<file path="src/rtl/prog_loader.sv">
`default_nettype none
// +----------------------------------------------------------------------------+
// | Module      : prog_loader                                                  |
// | Description : Boot-time program loader. Parses a little-endian byte        |
// |               stream (word count, then words), writes each word into       |
// |               program memory and releases the core once the image is in.   |
// | Revision    : 1.0 - initial release                                        |
// +----------------------------------------------------------------------------+
module prog_loader #(
  parameter logic [31:0] BASE_ADDR      = 32'h0000_0000,
  parameter int          MAX_WORDS      = 1024,
  parameter logic [15:0] TIMEOUT_CYCLES = 16'd50000
) (
  input  logic        Clock,
  input  logic        nReset,
  input  logic [7:0]  inData,
  input  logic        inValid,
  output logic        inReady,
  output logic        memWrite,
  output logic [31:0] memAddr,
  output logic [31:0] memData,
  output logic        coreNReset,
  output logic        done,
  output logic        error
);

  // Word index must be able to hold MAX_WORDS itself (the post-increment value).
  localparam int          c_IDX_W = $clog2(MAX_WORDS + 1);
  localparam logic [31:0] c_MAX   = 32'(MAX_WORDS);

  typedef enum logic [2:0] {
    S_HEADER = 3'd0,
    S_DATA   = 3'd1,
    S_WRITE  = 3'd2,
    S_DONE   = 3'd3,
    S_ERROR  = 3'd4
  } state_t;

  state_t               r_state;
  logic [1:0]           r_lane;
  logic [31:0]          r_count;
  logic [c_IDX_W-1:0]   r_wordIdx;
  logic [15:0]          r_idle;
  logic                 r_started;

  logic                 w_xfer;
  logic [31:0]          w_hdrCount;
  logic [c_IDX_W-1:0]   w_nextIdx;
  logic                 w_lastWord;
  logic                 w_timeout;

  // Only the byte-collecting states accept data; the reset term keeps inReady low during reset.
  assign inReady    = nReset && ((r_state == S_HEADER) || (r_state == S_DATA));
  assign w_xfer     = inValid && inReady;
  // Full count as it will look once the 4th header byte lands.
  assign w_hdrCount = {inData, r_count[23:0]};
  assign w_nextIdx  = r_wordIdx + {{(c_IDX_W-1){1'b0}}, 1'b1};
  assign w_lastWord = (32'(w_nextIdx) == r_count);
  // A stall is only counted once the stream has started; zero disables it.
  assign w_timeout  = (TIMEOUT_CYCLES != 16'd0) && r_started && (r_idle == TIMEOUT_CYCLES);

  // Load sequencer: state, counters and all registered outputs.
  always_ff @(posedge Clock or negedge nReset) begin
    if (!nReset) begin
      r_state    <= S_HEADER;
      r_lane     <= 2'd0;
      r_count    <= 32'd0;
      r_wordIdx  <= '0;
      r_idle     <= 16'd0;
      r_started  <= 1'b0;
      memWrite   <= 1'b0;
      memAddr    <= BASE_ADDR;
      memData    <= 32'd0;
      coreNReset <= 1'b0;
      done       <= 1'b0;
      error      <= 1'b0;
    end else begin
      memWrite <= 1'b0;
      case (r_state)
        S_HEADER, S_DATA: begin
          if (w_timeout) begin
            r_state <= S_ERROR;
            error   <= 1'b1;
          end else if (w_xfer) begin
            r_idle    <= 16'd0;
            r_started <= 1'b1;
            r_lane    <= r_lane + 2'd1;
            if (r_state == S_HEADER) begin
              r_count[{r_lane, 3'b000} +: 8] <= inData;
              if (r_lane == 2'd3) begin
                if (w_hdrCount == 32'd0) begin
                  r_state    <= S_DONE;
                  done       <= 1'b1;
                  coreNReset <= 1'b1;
                end else if (w_hdrCount > c_MAX) begin
                  r_state <= S_ERROR;
                  error   <= 1'b1;
                end else begin
                  r_state <= S_DATA;
                end
              end
            end else begin
              memData[{r_lane, 3'b000} +: 8] <= inData;
              if (r_lane == 2'd3) begin
                r_state  <= S_WRITE;
                memWrite <= 1'b1;
              end
            end
          end else if (r_started && (TIMEOUT_CYCLES != 16'd0)) begin
            r_idle <= r_idle + 16'd1;
          end
        end
        S_WRITE: begin
          r_wordIdx <= w_nextIdx;
          memAddr   <= memAddr + 32'd4;
          if (w_lastWord) begin
            r_state    <= S_DONE;
            done       <= 1'b1;
            coreNReset <= 1'b1;
          end else begin
            r_state <= S_DATA;
          end
        end
        default: begin
          // DONE and ERROR are terminal; only nReset leaves them.
        end
      endcase
    end
  end

endmodule
`default_nettype wire

</file>
<file path="config.mk">
export PLATFORM = sky130hd
export DESIGN_NAME = prog_loader
export DESIGN_NICKNAME = d
export VERILOG_FILES = /design/src/rtl/prog_loader.sv
export SDC_FILE = /design/constraint.sdc
export NUM_CORES = 1
export LEC_CHECK = 0
export CAP_MARGIN = 10
export CORE_MARGIN = 3
export CORE_UTILIZATION = 35
export CTS_CLUSTER_DIAMETER = 50
export CTS_CLUSTER_SIZE = 40
export DETAILED_ROUTE_END_ITERATION = 6
export DONT_BUFFER_PORTS = 1
export PLACE_DENSITY = 0.58
export SLEW_MARGIN = 20
export SYNTH_ARGS = -nofsm -noshare
export SYNTH_HDL_FRONTEND = slang
export SYNTH_SLANG_ARGS = --single-unit
export TNS_END_PERCENT = 100
</file>
<file path="constraint.sdc">
create_clock -name Clock -period 2.4 [get_ports Clock]
set_clock_uncertainty 0.05 [all_clocks]
set_input_delay 0.24 -clock Clock [delete_from_list [all_inputs] [get_ports Clock]]
set_output_delay 0.24 -clock Clock [all_outputs]
set_load 0.02 [all_outputs]
</file>
==> summary.txt <==
cell area power density = 690 nW/um^2
sequential group share of total power = 45.1%
failing checks = negative hold slack
post-synthesis compound-gate area fraction = 6.01%
DR vias = 4026
post-DP HPWL = 8.91 mm
Max FO, Critical Path = 2
worst skew pair latency = 0.42 ns
synthesized cell area = 6010 sq um
Detailed Route Iter0 Violations = 220
worst hold path type = primary input to asynchronous set/reset pin
status = complete, but fails checks
period utilization = 95.2%
Final Hold Fails = 130
hold slack = -0.525 ns
Pwr Total = 4.86 mW
Clock power frac = 54.2%
dominant cells by area after synthesis = dfrtp_1, xnor2_1, nand2_1, mux2_2, xor2_1
Fill cells = 1628
Synth Area in Simple Gates = 18.2%
largest family of logic cells by synthesized area = simple AND/OR/NAND/NOR gates
# Max-Cap Violations = 0
Tmin final = 2.28 ns
Detail Route Antenna Nets = 0
clk slew on worst S/H paths = 0.06 ns
synth unique cells = 55
Syn Area/Cell = 11.3 sq um
vias in the first global route = 4125
clock sinks = 130
switch share = 20.8%
first-pass GRT wire length = 21.7 mm
gr usage total = 14.9%
H-tree depth = 4
critical path class = register to register
Core ar. = 16700 sq um
cell-internal power = 3.85 mW
WP data arrival = 2.56 ns
Layout Nets = 582
fin cells = 795
RSZ-0062 raised after global routing = false
startpoint types = register
vias per cell = 5.06
multi-input logic area = 2650 sq um
slew margin rel. = 48.4%
Setup-failing EPs final = 0
Post-synth EDFFs = 0
fraction of layout cells with a size suffix above 1 = 13.7%
cts hold-fix bufs = 8
Critical Path RT = 2.68 ns
Root Buffer = clkbuf_16
LEAKAGE = 3.36 nW
post-synthesis register bit count = 130
Worst setup EP type = register
initial core utilization = 36.0%
CTS tree = built
Worst-Margin Slew = 0.772 ns
CTS buffer count = 17
critical path launch point = r_count[11]
row count = 47
Die Area = 18800 sq um
die width = 137 um
Final GP Congestion = 0.832
average wire per standard cell = 16.6 um
Synth area leader = dfrtp_1
sequential area share after synthesis = 54.1%
IO buf count = 0
Yosys top cell area share = 54.1%
initial antenna violation count = 0
grt total ovfl = 0
Synth Area in Adders = 1.87%
f_max = 438 MHz
Yosys warnings = 0
setup TNS = 0 ns
CTS Buffer Depth = 2
register area = 3250 sq um
P_sw = 1.01 mW
worst vdd ir = 476 uV
FFs w/ async S/R, synth = 100%
Synth Flop Type = dfrtp_1
Logic pwr share = 0.7%
worst r2r src = r_count[11]
Residual DRC = 0
Synth Instances = 533
xor/xnor cell area share of the yosys netlist = 9.61%
largest net degree at the start of global routing = 134
number of placed instances, taps included = 754
Layout Area Growth over Synthesis = 17.2%
Max Slew Vio Count = 0
router iterations before antenna repair = 4
Boundary Pins = 80
diodes inserted = 0
Total Wirelength = 13.2 mm
mux cell area share after synthesis = 7.70%
Die Y-Extent = 137 um
## path summary, 6_finish.rpt
| path | slack (ns) | endpoint | depth (start not counted) |
|---|---|---|---|
| worst max-delay path | 0.12 | done | 6 |
| worst min-delay path | -0.53 | memAddr[29] | 0 |
| worst max register to register | 0.12 | done | 6 |
| worst min register to register | 0.44 | r_wordIdx[10] | 1 |
| max in group asynchronous | 2.63 | memData[14] | 0 |
| min in group Clock | 0.04 | memData[22] | 2 |
## cell type report
type,count,area share (%)
Clock buffer,18,6.09
Clock inverter,14,2.54
Inverter,18,0.959
Multi-Input combinational cell,372,37.6
Sequential cell,130,46.2
Tap cell,220,3.91
Timing Repair Buffer,23,2.74
## per-stage QoR
| stage | instance area, sq um | util (%) | hold WS [ns] | worst slack (ns) |
|---|---|---|---|---|
| final | 7040 | 42.2 | -0.525 | 0.116 |
| after global routing | 7040 | 42.2 | -0.554 | 0.00247 |
| after CTS | 7000 | 41.9 | -0.553 | 0.0453 |
| after detailed placement | 6320 | 37.8 | -0.103 | 0.0509 |
| after global placement | 6320 | 37.8 | -0.103 | 0.169 |
| after floorplan | 6020 | - | -0.106 | 0.223 |
## cells by family after synthesis
logic type      Yosys count
buf+inv                  32
flops                   130
other cells               1
compound gates           50
mux                      42
simple gates            203
xor+xnor                 66
fa+ha+maj                 9
## metal layers
metal	global-route usage, %	wire [um]	vias up
li1	-	-	1917
met1	18.7	5900	1996
met2	24.0	6350	97
met3	4.96	788	16
met4	5.49	188	0
met5	0	0	-
## registers in the layout, summed over array words and instances (netlist names)
register and flops:
r_started 1, done 1, r_idle 16, memWrite 1, r_wordIdx 11, memData 32
error 1, r_count 32, memAddr 30, r_state 3, r_lane 2
## cell usage after synthesis (2+ instances only)
cell      count
nor4_2        2
ha_1          9
mux2_2       18
a21oi_1       6
and2_1       21
nor2_1       31
nand3_1      17
nand4_1      12
nand2_2       4
or2_2         3
and4_1        8
nor4_1        9
nor2b_1       3
mux2i_1       8
xnor2_1      43
nor3_1        8
xor2_1       23
buf_4         3
a22o_1       16
or3_1         3
nand2_1      56
and3_1       13
dfrtp_1     130
a31oi_1       2
buf_6         2
clkbuf_1      8
mux2_1       16
o21ai_0      12
nor3b_1       4
inv_1        18
## power groups by stage
stage / Combinational, mW / Clock, mW / Sequential [mW]
final: 0.0331 / 2.64 / 2.19
after global routing: 0.0359 / 2.79 / 2.19
after CTS: 0.0329 / 2.71 / 2.19
after detailed placement: 0.0121 / 0 / 2.23
after global placement: 0.0119 / 0 / 2.23
after floorplan: 0.0123 / 0 / 2.23
## what timing repair did
item / CTS / global route
buffers inserted: 0 / 1
gates resized for setup: 0 / 5
hold endpoints to repair: 162 / 130
setup endpoints to repair: 0 / 4
## critical path, stage by stage, from the launching register on
cell and delay [ns]:
dfrtp_1 0.39, nor4_2 0.30, nand4_1 0.19, or4_4 0.59, a2111oi_4 0.34, o2111ai_2 0.17
o21ai_1 0.16
## layout by cell type, fill, tap and decap left out, types with 9 or more instances in the layout
cell type,instances
dfrtp_1,130
nand2_1,56
xnor2_1,43
nor2_1,31
xor2_1,23
and2_1,21
inv_1,18
mux2_2,18
nand3_1,17
clkbuf_16,17
a22o_1,16
mux2_1,16
buf_4,15
and3_1,13
nand4_1,12
o21ai_0,12
nor4_1,9
ha_1,9
Note: power is estimated with default switching activity, not from simulation.
